File: src/rtl/zetas_seq_ctrl.sv
// Twiddle-index sequencer for a shared Kyber/Dilithium NTT datapath.
// Walks layers and butterfly counters and issues one ROM index request per accepted cycle.
module zetas_seq_ctrl #(
  parameter int ADDR_WIDTH = 8,
  parameter int LAYER_GAP  = 2
) (
  input  logic                  clk_i,
  input  logic                  rst_i,
  input  logic                  start_i,
  input  logic                  selKD_i,
  input  logic                  selNTT_i,
  input  logic                  ready_i,
  input  logic                  abort_i,
  output logic                  rom_valid_o,
  output logic                  rom_selKD_o,
  output logic                  rom_selNTT_o,
  output logic [ADDR_WIDTH-1:0] rom_addrX_o,
  output logic [ADDR_WIDTH-1:0] rom_addrY_o,
  output logic [2:0]            layer_o,
  output logic                  busy_o,
  output logic                  layer_done_o,
  output logic                  done_o,
  output logic [1:0]            dbg_state_o
);

  typedef enum logic [1:0] {
    IDLE = 2'd0,
    RUN  = 2'd1,
    GAP  = 2'd2,
    DONE = 2'd3
  } state_t;

  localparam logic [3:0] GAP_LAST = (LAYER_GAP > 0) ? 4'(LAYER_GAP - 1) : 4'd0;

  state_t     state_q;
  logic [6:0] c_q;
  logic [2:0] layer_q;
  logic [3:0] gap_q;
  logic       kyber_q;
  logic       ntt_q;
  logic       busy_q;
  logic       done_q;

  logic       run_act;
  logic       last_c;
  logic       last_layer;
  logic [8:0] k_y;
  logic [8:0] k_x;

  // Twiddle index for layer l and butterfly b; 9 bits so 256>>l fits before the subtraction.
  function automatic logic [8:0] twiddle_idx(input logic       kyber,
                                             input logic       ntt,
                                             input logic [2:0] l,
                                             input logic [7:0] b);
    logic [8:0] bx;
    logic [8:0] r;
    bx = {1'b0, b};
    if (ntt)
      r = (9'd1 << l) + (bx >> (3'd7 - l));
    else if (!kyber)
      r = (9'd256 >> l) - 9'd1 - (bx >> l);
    else
      r = (9'd128 >> l) - 9'd1 - (bx >> ({1'b0, l} + 4'd1));
    return r;
  endfunction

  // Handshake: rom_valid_o is raised only in RUN while ready_i is high, so every valid
  // cycle is a completed transfer; the counter advances on exactly those cycles and the
  // address outputs hold while ready_i is low.
  assign run_act     = (state_q == RUN) && !rst_i;
  assign rom_valid_o = run_act && ready_i;

  assign last_c     = kyber_q ? (c_q == 7'd63) : (c_q == 7'd127);
  assign last_layer = kyber_q ? (layer_q == 3'd6) : (layer_q == 3'd7);

  assign layer_done_o = rom_valid_o && last_c && !abort_i;

  // Kyber pairs butterfly c with c+64; Dilithium uses only the Y port.
  assign k_y = twiddle_idx(kyber_q, ntt_q, layer_q, {1'b0, c_q});
  assign k_x = twiddle_idx(1'b1, ntt_q, layer_q, {2'b01, c_q[5:0]});

  assign rom_addrY_o = run_act ? ADDR_WIDTH'(k_y) : '0;
  assign rom_addrX_o = (run_act && kyber_q) ? ADDR_WIDTH'(k_x) : '0;

  assign rom_selKD_o  = kyber_q;
  assign rom_selNTT_o = ntt_q;
  assign layer_o      = layer_q;
  assign busy_o       = busy_q;
  assign done_o       = done_q;
  assign dbg_state_o  = state_q;

  always_ff @(posedge clk_i) begin
    if (rst_i) begin
      state_q <= IDLE;
      c_q     <= '0;
      layer_q <= '0;
      gap_q   <= '0;
      kyber_q <= 1'b0;
      ntt_q   <= 1'b0;
      busy_q  <= 1'b0;
      done_q  <= 1'b0;
    end else if ((state_q != IDLE) && abort_i) begin
      state_q <= IDLE;
      c_q     <= '0;
      layer_q <= '0;
      gap_q   <= '0;
      busy_q  <= 1'b0;
      done_q  <= 1'b0;
    end else begin
      case (state_q)
        IDLE: begin
          done_q <= 1'b0;
          if (start_i) begin
            state_q <= RUN;
            c_q     <= '0;
            layer_q <= '0;
            kyber_q <= selKD_i;
            ntt_q   <= selNTT_i;
            busy_q  <= 1'b1;
          end
        end
        RUN: begin
          if (rom_valid_o) begin
            if (!last_c) begin
              c_q <= c_q + 7'd1;
            end else if (last_layer) begin
              state_q <= DONE;
              done_q  <= 1'b1;
            end else if (LAYER_GAP == 0) begin
              layer_q <= layer_q + 3'd1;
              c_q     <= '0;
            end else begin
              state_q <= GAP;
              gap_q   <= '0;
            end
          end
        end
        GAP: begin
          if (gap_q == GAP_LAST) begin
            state_q <= RUN;
            layer_q <= layer_q + 3'd1;
            c_q     <= '0;
          end else begin
            gap_q <= gap_q + 4'd1;
          end
        end
        DONE: begin
          state_q <= IDLE;
          busy_q  <= 1'b0;
          done_q  <= 1'b0;
          layer_q <= '0;
          c_q     <= '0;
        end
        default: state_q <= IDLE;
      endcase
    end
  end

endmodule
File: config.mk
export PLATFORM = sky130hd
export DESIGN_NAME = zetas_seq_ctrl
export DESIGN_NICKNAME = d
export VERILOG_FILES = /design/src/rtl/zetas_seq_ctrl.sv
export SDC_FILE = /design/constraint.sdc
export NUM_CORES = 1
export LEC_CHECK = 0
export ABC_AREA = 1
export BUFFER_PORTS_ARGS = -buffer_cell sky130_fd_sc_hd__buf_2
export CAP_MARGIN = 25
export CORE_ASPECT_RATIO = 2
export CORE_MARGIN = 2
export CORE_UTILIZATION = 50
export DETAILED_ROUTE_END_ITERATION = 7
export GPL_TIMING_DRIVEN = 0
export MAX_ROUTING_LAYER = met4
export PLACE_DENSITY = 0.71
export SETUP_SLACK_MARGIN = 0.4
export SLEW_MARGIN = 20
export SYNTH_ARGS = -nofsm -noshare
export SYNTH_HDL_FRONTEND = slang
export SYNTH_SLANG_ARGS = --single-unit
File: constraint.sdc
create_clock -name clk_i -period 3.5 [get_ports clk_i]
set_clock_uncertainty 0.2 [all_clocks]
set_input_delay 0.35 -clock clk_i [delete_from_list [all_inputs] [get_ports clk_i]]
set_output_delay 0.35 -clock clk_i [all_outputs]
set_load 0.005 [all_outputs]
Word level (Yosys, flattened, before mapping)
Cells that the tools add are included.
- flip-flop bits (word level): 20
- latch bits: 0
- RAM bits: 0
- memory bits (read-only): 0
- input port bits: 7
- output and inout port bits: 27
- word-level logic and storage cells: 100
- memories kept: 0
- $add $sub $neg: 12
- multiply operators: 0
- div/mod/pow operators: 0
- order comparisons: 0
- equal/unequal tests: 16
- shifts and indexed selects: 8
- muxes and demuxes: 32
- bitwise logic cells: 1
- reduce and logical (&&, ||, !) cells: 23
- operator list (cell ; count):
    $mux 8 ; 5
    $mux 7 ; 4
    $pmux 7 s4 ; 1
    $shr 7x3->8 ; 3
    $sub 8x8->8 ; 3
    $add 8x8->8 ; 2
    $mux 4 ; 4
    $ne 2x2->1 const B ; 8
    $shr 7x4->8 ; 2
    $sub 8x1->8 const B ; 2
    $reduce_and 4->1 ; 3
    $pmux 3 s3 ; 1
    $shr 9x3->8 const A ; 1
    $mux 2 ; 4
    $pmux 2 s4 ; 1
    $pmux 4 s2 ; 1
    $reduce_bool 2->1 ; 4
    $shl 1x3->8 const A ; 1
    $shr 8x3->8 const A ; 1
    $add 7x1->7 const B ; 1
    $eq 7x6->1 const B ; 1
    $eq 7x7->1 const B ; 1
    $mux 1 ; 7
    $eq 3x3->1 const B ; 2
    18 further kinds ; 29

Logic depth before layout (Yosys ltp)
Gate-level depths: netlist of run 1.
- word-level depth: 6
- mapped depth: 22
- depth with buffers taken out: 21

Worst setup path before layout of run 1
No wires, ideal clock.
- path type: register to output
- from: reg layer_q[1], in the netlist layer_o[1]
- to: out rom_addrX_o[6]
- arrival time: 2.784 ns
- data required time: 2.950 ns
- path slack: 0.166 ns
- stages on the path, launching flop included: 17
- path buffers: 2
- path through: dfxtp_1 inv_1 clkbuf_1 buf_2 ha_1 nand2_1 inv_1 ha_1 fa_1 nand2_1 a21boi_0 o21ai_0 nand2_1 a21oi_1 xnor2_1 nand2_1 a21oi_1
- word-level cells in the longest chain between the ends: 5
- elaborated cells between the ends (all ways): 11
- classes of those cells: 5 x add/sub; 4 x shift; 2 x mux
- ends and longest elaborated chain (what ; RTL line ; RTL):
    from (decl) ; 37 ; logic [2:0] layer_q;
    from (signal assigned) ; 130 ; layer_q <= layer_q + 3'd1;
    from (signal assigned) ; 141 ; layer_q <= layer_q + 3'd1;
    $shr 8x3->8 (tied with other cells) ; 63 ; r = (9'd128 >> l) - 9'd1 - (bx >> ({1'b0, l} + 4'd1));
    $sub 8x1->8 (tied with other cells) ; 63 ;
    $sub 8x8->8 or $add 8x8->8 (tied branches) ; 63, 59 ;
    $mux 8 * ; 58 ; if (ntt)
    $mux 8 * ; 83 ; assign rom_addrX_o = (run_act && kyber_q) ? ADDR_WIDTH'(k_x) : '0;
    to (decl) ; 17 ; output logic [ADDR_WIDTH-1:0] rom_addrX_o,
Every way passes the cells marked *; elsewhere a longest branch is shown, timed or not.

Worst setup path after layout of run 1
- from: reg layer_q[0], in the netlist layer_o[0]
- to: out rom_addrY_o[7]
- word-level cells in the longest chain between the ends: 6
- elaborated cells between the ends (all ways): 16
- classes of those cells: 7 x add/sub; 6 x shift; 3 x mux
- ends and longest elaborated chain (what ; RTL line ; RTL):
    $shr 9x3->8 (tied with other cells) ; 61 ; r = (9'd256 >> l) - 9'd1 - (bx >> l);
    $sub 8x1->8 (tied with other cells) ; 61 ;
    $sub 8x8->8 (on tied branches) ; 61, 63 ;
    $mux 8 ; 60 ; else if (!kyber)
    $mux 8 * ; 58 ;
    $mux 8 * ; 82 ; assign rom_addrY_o = run_act ? ADDR_WIDTH'(k_y) : '0;
    to (decl) ; 18 ; output logic [ADDR_WIDTH-1:0] rom_addrY_o,
Marks and branches as above.

==> results.md, run 1 <==
* # DRC at 0
* Placer Congestion at 0.9850
* Placeable Area at 0.006516 mm²
* Setup WS pre-CTS at -228.9 ps
* CTS Buf Count at 3
* Nets@finish at 666
* Post-synth cell types at 44
* DRT Wirelength at 11420 µm
* Fin. Hold Viols at 0
* Post-Synth Adder-Cell Area at 0.1958
* Mapped Area at 0.003323 mm²
* Rows at 42
* Ranking of synthesized cells by area: ha_1 (17%), nand2_1 (14%), dfxtp_1 (12%)
* # port buffers at 33
* Pre-Repair DR Iteration Count at 5
* Pwr/cell area at 360.6 mW/mm²
* Clock tree buffer depth at 2
* Leak at 2.188 nW
* Yosys reg bits at 20
* Met2 GRT Util at 0.4454
* Area after DPL at 0.003612 mm²
* Cell area after layout at 0.004662 mm²
* Warnings from Yosys at 0
* Met1 Use GR at 0.3653
* Total GRT Usage at 0.2809
* Critical Path AT at 3050 ps
* GR peak layer: met2
* Final setup fails at 6
* Ant diodes at 0
* Final Total Pwr at 1.681 mW
* CP cell instances: buf_8, nand2_1, inv_1, a21oi_2, nor2_1, a31oi_1, buf_4, nor2_1, ha_1, nand2_1, inv_1, nand4_1, o211ai_1, nand2_1, nand2_1, nand2_1, nand2_1, xor2_1, nand2_1, nand2_1, nor2_2, buf_2
* Synthesized Nets at 584
* Vias per Instance at 5.723
* Clock latency on the worst-skew pair at 260 ps
* Most used cell, CP: nand2_1
* Number of global-route vias before repair at 3332
* Yosys top cell area share at 0.1657
* Final core occ at 0.7154
* Routed length per placed instance at 16.38 µm
* Final period util at 1.029
* Cells after DPL at 649
* Antenna-violating nets left at 0
* Synthesized area per cell at 6.294 µm²
* GRT met3 Usage at 0.04126
* Simple-Gate Fraction of Synth Area at 0.3189
* Max Slew Vio Count at 0
* Layout overhead on the synthesized area at 40.29%
* Max rail drop VDD at 385.9 µV
* Final non-filler cell total at 697
* Worst-Margin Slew at 537.8 ps
* Initial antenna violation count at 0
* Largest family of logic cells by synthesized area: simple AND/OR/NAND/NOR gates
* Clock slew at reported path FFs at 60 ps
* Crit-path slowest cell: dfxtp_4
* CTS tree: done
* DP HPWL at 7571 µm
* Count leader, synth: nand2_1
* Critical path fanouts, max at 4
* Fillers at 563
* First-pass GRT wire length at 15530 µm
* Post-synthesis async set-or-reset flop share at 0
* Post-synthesis compound-gate area fraction at 0.2154
* H-tree depth at 1
* Pin count of the biggest net entering global routing at 12
* Clock Sinks at 20
* Fmax at 277.6 MHz
* CP max stage delay at 370 ps
* Unrepaired setup endpoints after global routing: yes
* Seq/Total Area, Yosys at 0.1205
* Starting density of the core at 0.5100
* EDFF count, synth at 0
* XOR/XNOR Fraction of Synth Area at 0.05008
* Clock Tree Root: clkbuf_16
* Failing checks: negative setup slack
* Outcome: complete, but fails checks
* Initial DRC count at 251
* Die area at 0.007354 mm²
* Critical Path RT at 2950 ps
* Final min period at 3603 ps
* Slack of the critical path at -102.7 ps
* Multi-input logic area at 0.003113 mm²
* FF/Latch Area at 411.6 µm²
* Max Cap Viol at 0
* Commonest cells in the synthesized netlist: nand2_1 (120), inv_1 (59), a21oi_1 (46)
* Worst setup EP type: primary output
* Critical path launch point type: register
* Main synth FF type: dfxtp_1
* Mapped Cells at 528
* Worst hold-check path type: input port to register
* Ports at 34
* Layout cell share with drive strength beyond 1 at 0.3580
* Die H at 119.3 µm
* Die X-Extent at 61.65 µm
* Total number of vias at 3989
* Largest area contributor in the netlist: ha_1
* WS Path Type: register to primary output
* Post-synthesis mux area share at 0
* Max transition margin at 0.6415
* Total gr overflow at 0
[state kept, by name, summed over array words and instances, names as in the netlist]
name,cells
dbg_state_o,2
layer_o,3
rom_selKD_o,1
rom_selNTT_o,1
c_q,7
gap_q,4
done_o,1
busy_o,1
[routing by layer]
layer,vias up,part of all wire
met2,186,0.49
met5,-,0
met4,0,0.052
li1,1924,-
met1,1828,0.40
met3,51,0.064
[path summary, 6_finish.rpt]
path | depth (start not counted) | slack, ps | startpoint | endpoint
worst min register to register | 2 | 290 | gap_q[1] | gap_q[1]
worst max register to register | 9 | 1360 | dbg_state_o[1] | c_q[5]
worst max-delay path | 22 | -100 | layer_o[0] | rom_addrY_o[7]
worst min-delay path | 2 | 150 | rst_i | rom_selKD_o
[metrics by stage]
| step | TNS, ps | hold slack [ps] |
|---|---|---|
| finish | -294.6 | 152.8 |
| global route | -1234 | 159.8 |
| global placement | -1233 | 285.1 |
| floorplan | 0 | 228.5 |
| CTS | -283.0 | 151.5 |
| detailed placement | -1313 | 282.2 |
[cell type report]
| cell class | instances | area share |
|---|---|---|
| Inverter | 67 | 0.05958 |
| Tap cell | 88 | 0.02362 |
| Clock buffer | 4 | 0.01906 |
| Buffer | 13 | 0.03113 |
| Timing Repair Buffer | 77 | 0.1106 |
| Sequential cell | 20 | 0.08830 |
| Multi-Input combinational cell | 428 | 0.6677 |
[report_power, final]
| group | switching (mW) | leakage (nW) | internal, mW |
|---|---|---|---|
| sequential | 0.0496 | 0.165 | 0.268 |
| clock | 0.0878 | 0.0442 | 0.174 |
| combinational | 0.677 | 1.98 | 0.425 |
[critical path, delay by kind of cell (launching register included)]
| kind | cells | cell delay, ps |
|---|---|---|
| flip-flops | 1 | 370 |
| adder cells (fa/ha/maj) | 1 | 360 |
| AND/OR/NAND/NOR | 12 | 880 |
| buffers and inverters | 5 | 520 |
| AO/OA/AOI/OAI | 3 | 490 |
| XOR/XNOR | 1 | 160 |
[logic make-up (layout without fill, tap and decap cells)]
family,Yosys count,count (layout)
AND/OR/NAND/NOR,236,236
adder cells (fa/ha/maj),49,49
buffers and inverters,80,161
AO/OA/AOI/OAI,124,124
flip-flops,20,20
XOR/XNOR,19,19
[cells in the final DEF (no fill, tap or decap), types with 3 or more instances in the layout]
cell / Yosys / layout
a211oi_1: 11 / 9
a21o_1: 3 / 3
a21oi_1: 46 / 31
a21oi_2: 0 / 15
a31oi_1: 3 / 3
buf_2: 3 / 35
buf_4: 1 / 42
buf_6: 2 / 3
clkbuf_16: 0 / 4
clkbuf_8: 0 / 3
dfxtp_1: 20 / 17
dfxtp_4: 0 / 3
fa_2: 0 / 4
ha_1: 44 / 28
ha_2: 0 / 4
ha_4: 0 / 12
inv_1: 59 / 54
inv_2: 4 / 7
nand2_1: 120 / 103
nand2_2: 12 / 25
nand2_4: 2 / 3
nand2_8: 0 / 3
nand3_1: 26 / 21
nand3_2: 3 / 7
nand4_1: 5 / 5
nor2_1: 44 / 42
nor2_2: 6 / 7
nor3_1: 8 / 8
o211ai_1: 6 / 6
o21ai_0: 42 / 25
o21ai_1: 4 / 12
o21ai_2: 1 / 8
xnor2_1: 6 / 5
xor2_1: 13 / 8
xor2_4: 0 / 3
[timing repair]
action                                  CTS  global route
buffers inserted                         16            28
endpoints found under the setup margin   14            14
resized for setup                        68            83
hold buffers                              0             0
pin swaps                                22            47
No activity file was read; power rests on OpenSTA's default activity.
==> inputs of run 2 (changes only) <==
- CTS_BUF_LIST: unset -> sky130_fd_sc_hd__clkbuf_8
==> run 2 against run 1 <==
The run still ends with negative setup slack left. Final cell count rose by 0.14%. Sequential cell count unchanged. Fmax fell by 0.94%. Sequential power is essentially flat. Register-to-register slack barely moved. Routed wire length up 2.1%. Critical path depth unchanged. Critical endpoint unchanged. Highest routed layer unchanged.
==> results.md, run 2 (synthesis results as in run 1) <==
* Number of global-route vias before repair at 3328
* Max rail drop VDD at 281.5 µV
* WP depth at 22
* Routed length per placed instance at 16.71 µm
* Total GRT Usage at 0.2806
* Clock Tree Root: clkbuf_8
* Critical Path End: rom_addrY_o[7]
* Layout overhead on the synthesized area at 40.25%
* Fmax at 275.0 MHz
* Crit Reg-Reg Endpoint: c_q[5]
* Worst hold slack at 132.3 ps
* DP HPWL at 7571 µm
* Fin. Hold Viols at 0
* Worst r2r src: dbg_state_o[1]
* Initial antenna violation count at 0
* Final setup TNS at -536.0 ps
* CTS tree: done
* WS Path Type: register to primary output
* Cell area after layout at 0.004661 mm²
* Nets@finish at 667
* Pwr/cell area at 347.0 mW/mm²
* Ant diodes at 0
* Final non-filler cell total at 698
* Total gr overflow at 0
* CP max stage delay at 380 ps
* Most used cell, CP: nand2_1
* Ports at 34
* Clock latency on the worst-skew pair at 270 ps
* CTS Buf Count at 3
* Die X-Extent at 61.65 µm
* Layout cell share with drive strength beyond 1 at 0.3590
* Max Slew Vio Count at 0
* Critical Path AT at 3090 ps
* Most common cell after layout, fill and taps aside: nand2_1
* H-tree depth at 1
* Final period util at 1.039
* Rows at 42
* Antenna-violating nets left at 0
* Critical path launch point type: register
* Total number of vias at 4074
* First-pass GRT wire length at 15480 µm
* Outcome: complete, but fails checks
* R2R Setup Slk at 1350 ps
* Starting density of the core at 0.5100
* Max transition margin at 0.5907
* Hold Path Cell Cnt at 2
* Setup WS pre-CTS at -228.9 ps
* Failing checks: negative setup slack
* Max reg flops at 7
* Worst-Margin Slew at 614.0 ps
* Slack of the critical path at -137.0 ps
* Leak at 2.189 nW
* Clock tree buffer depth at 2
* # port buffers at 33
* Critical path fanouts, max at 4
* Die H at 119.3 µm
* Commonest cells after routing, fill and taps aside: nand2_1 (103), inv_1 (54), buf_4 (42), nor2_1 (42), buf_2 (35)
* Pin count of the biggest net entering global routing at 12
* Clock slew at reported path FFs at 80 ps
* Worst setup EP type: primary output
* Crit-path slowest cell: dfxtp_4
* Initial DRC count at 267
* Reg with most FFs: c_q
* CP top delay family: simple AND/OR/NAND/NOR gates
* Pre-Repair DR Iteration Count at 7
* DRT Wirelength at 11660 µm
* Max Cap Viol at 0
* Buf+Inv Stages, Crit Path at 5
* Die area at 0.007354 mm²
* CP cell instances: buf_8, nand2_1, inv_1, a21oi_2, nor2_1, a31oi_1, buf_4, nor2_1, ha_1, nand2_1, inv_1, nand4_1, o211ai_1, nand2_1, nand2_1, nand2_1, nand2_1, xor2_1, nand2_1, nand2_1, nor2_2, buf_2
* Worst hold-check path type: input port to register
* Worst Setup SP: layer_o[0]
* Final min period at 3637 ps
* Placer Congestion at 0.9850
* Placeable Area at 0.006516 mm²
* Cells after DPL at 649
* Critical Path RT at 2950 ps
* Vias per Instance at 5.837
* # DRC at 0
* Final setup fails at 7
* Area after DPL at 0.003612 mm²
* Clock Sinks at 20
* R2r worst-path depth at 9
* Unrepaired setup endpoints after global routing: yes
## run 2: cell count changes in the layout (fill, tap and decap cells not counted)
cell,change
a21oi_2,-1
clkbuf_8,+3
a21oi_4,+1
clkbuf_16,-2
## run 2: worst min-delay path by stage
stage / slack (ps) / end / start
after floorplan: 230 / rom_selKD_o / rst_i
after global placement: 290 / gap_q[3] / gap_q[3]
after detailed placement: 280 / gap_q[3] / gap_q[3]
after CTS: 130 / rom_selNTT_o / rst_i
after global routing: 140 / rom_selKD_o / rst_i
final: 130 / rom_selKD_o / rst_i
## run 2: worst reg2reg max path, stage by stage (launching register included)
cell	delay (ps)
dfxtp_1	410
inv_1	80
ha_1	310
o21ai_2	160
nand3_1	140
o21bai_4	220
nor2_2	100
nand3_1	130
nor3_1	210
nor3_2	70
## run 2: metal layers
| layer | global-route usage | vias to the layer above | wire length [µm] | share of wire |
|---|---|---|---|---|
| met5 | - | - | 0 | 0 |
| met4 | 0.08112 | 0 | 616 | 0.053 |
| met3 | 0.04017 | 63 | 899 | 0.077 |
| met2 | 0.4408 | 226 | 5726 | 0.49 |
| met1 | 0.3667 | 1859 | 4421 | 0.38 |
| li1 | - | 1926 | - | - |
## run 2: layout make-up
cell class / count / area (µm²)
Timing Repair Buffer: 78 / 540.5
Clock buffer: 4 / 55.05
Buffer: 13 / 145.1
Tap cell: 88 / 110.1
Sequential cell: 20 / 411.6
Fill cell: 565 / 1856
Inverter: 67 / 277.8
Multi-Input combinational cell: 428 / 3120
## run 2: report_power, final
part	total (mW)	leakage (nW)	internal [mW]	switching, mW
Clock	0.182	0.0288	0.100	0.0816
Sequential	0.317	0.165	0.268	0.0488
Combinational	1.12	2.00	0.432	0.687
Total	1.62	2.19	0.800	0.817
## run 2: metrics by stage
| step | total power [mW] | utilization |
|---|---|---|
| after global routing | 1.726 | 0.7152 |
| after CTS | 1.457 | 0.6246 |
| after detailed placement | 1.178 | 0.5543 |
| after global placement | 1.171 | 0.5543 |
| after floorplan | 0.9405 | - |
| final | 1.617 | 0.7152 |
## run 2: timing repair
item | in CTS | in global routing
pin swaps | 22 | 46
resized for setup | 69 | 83
hold buffers | 0 | 0
setup buffers | 16 | 28
setup endpoints to repair | 14 | 14
gates cloned | 0 | 1
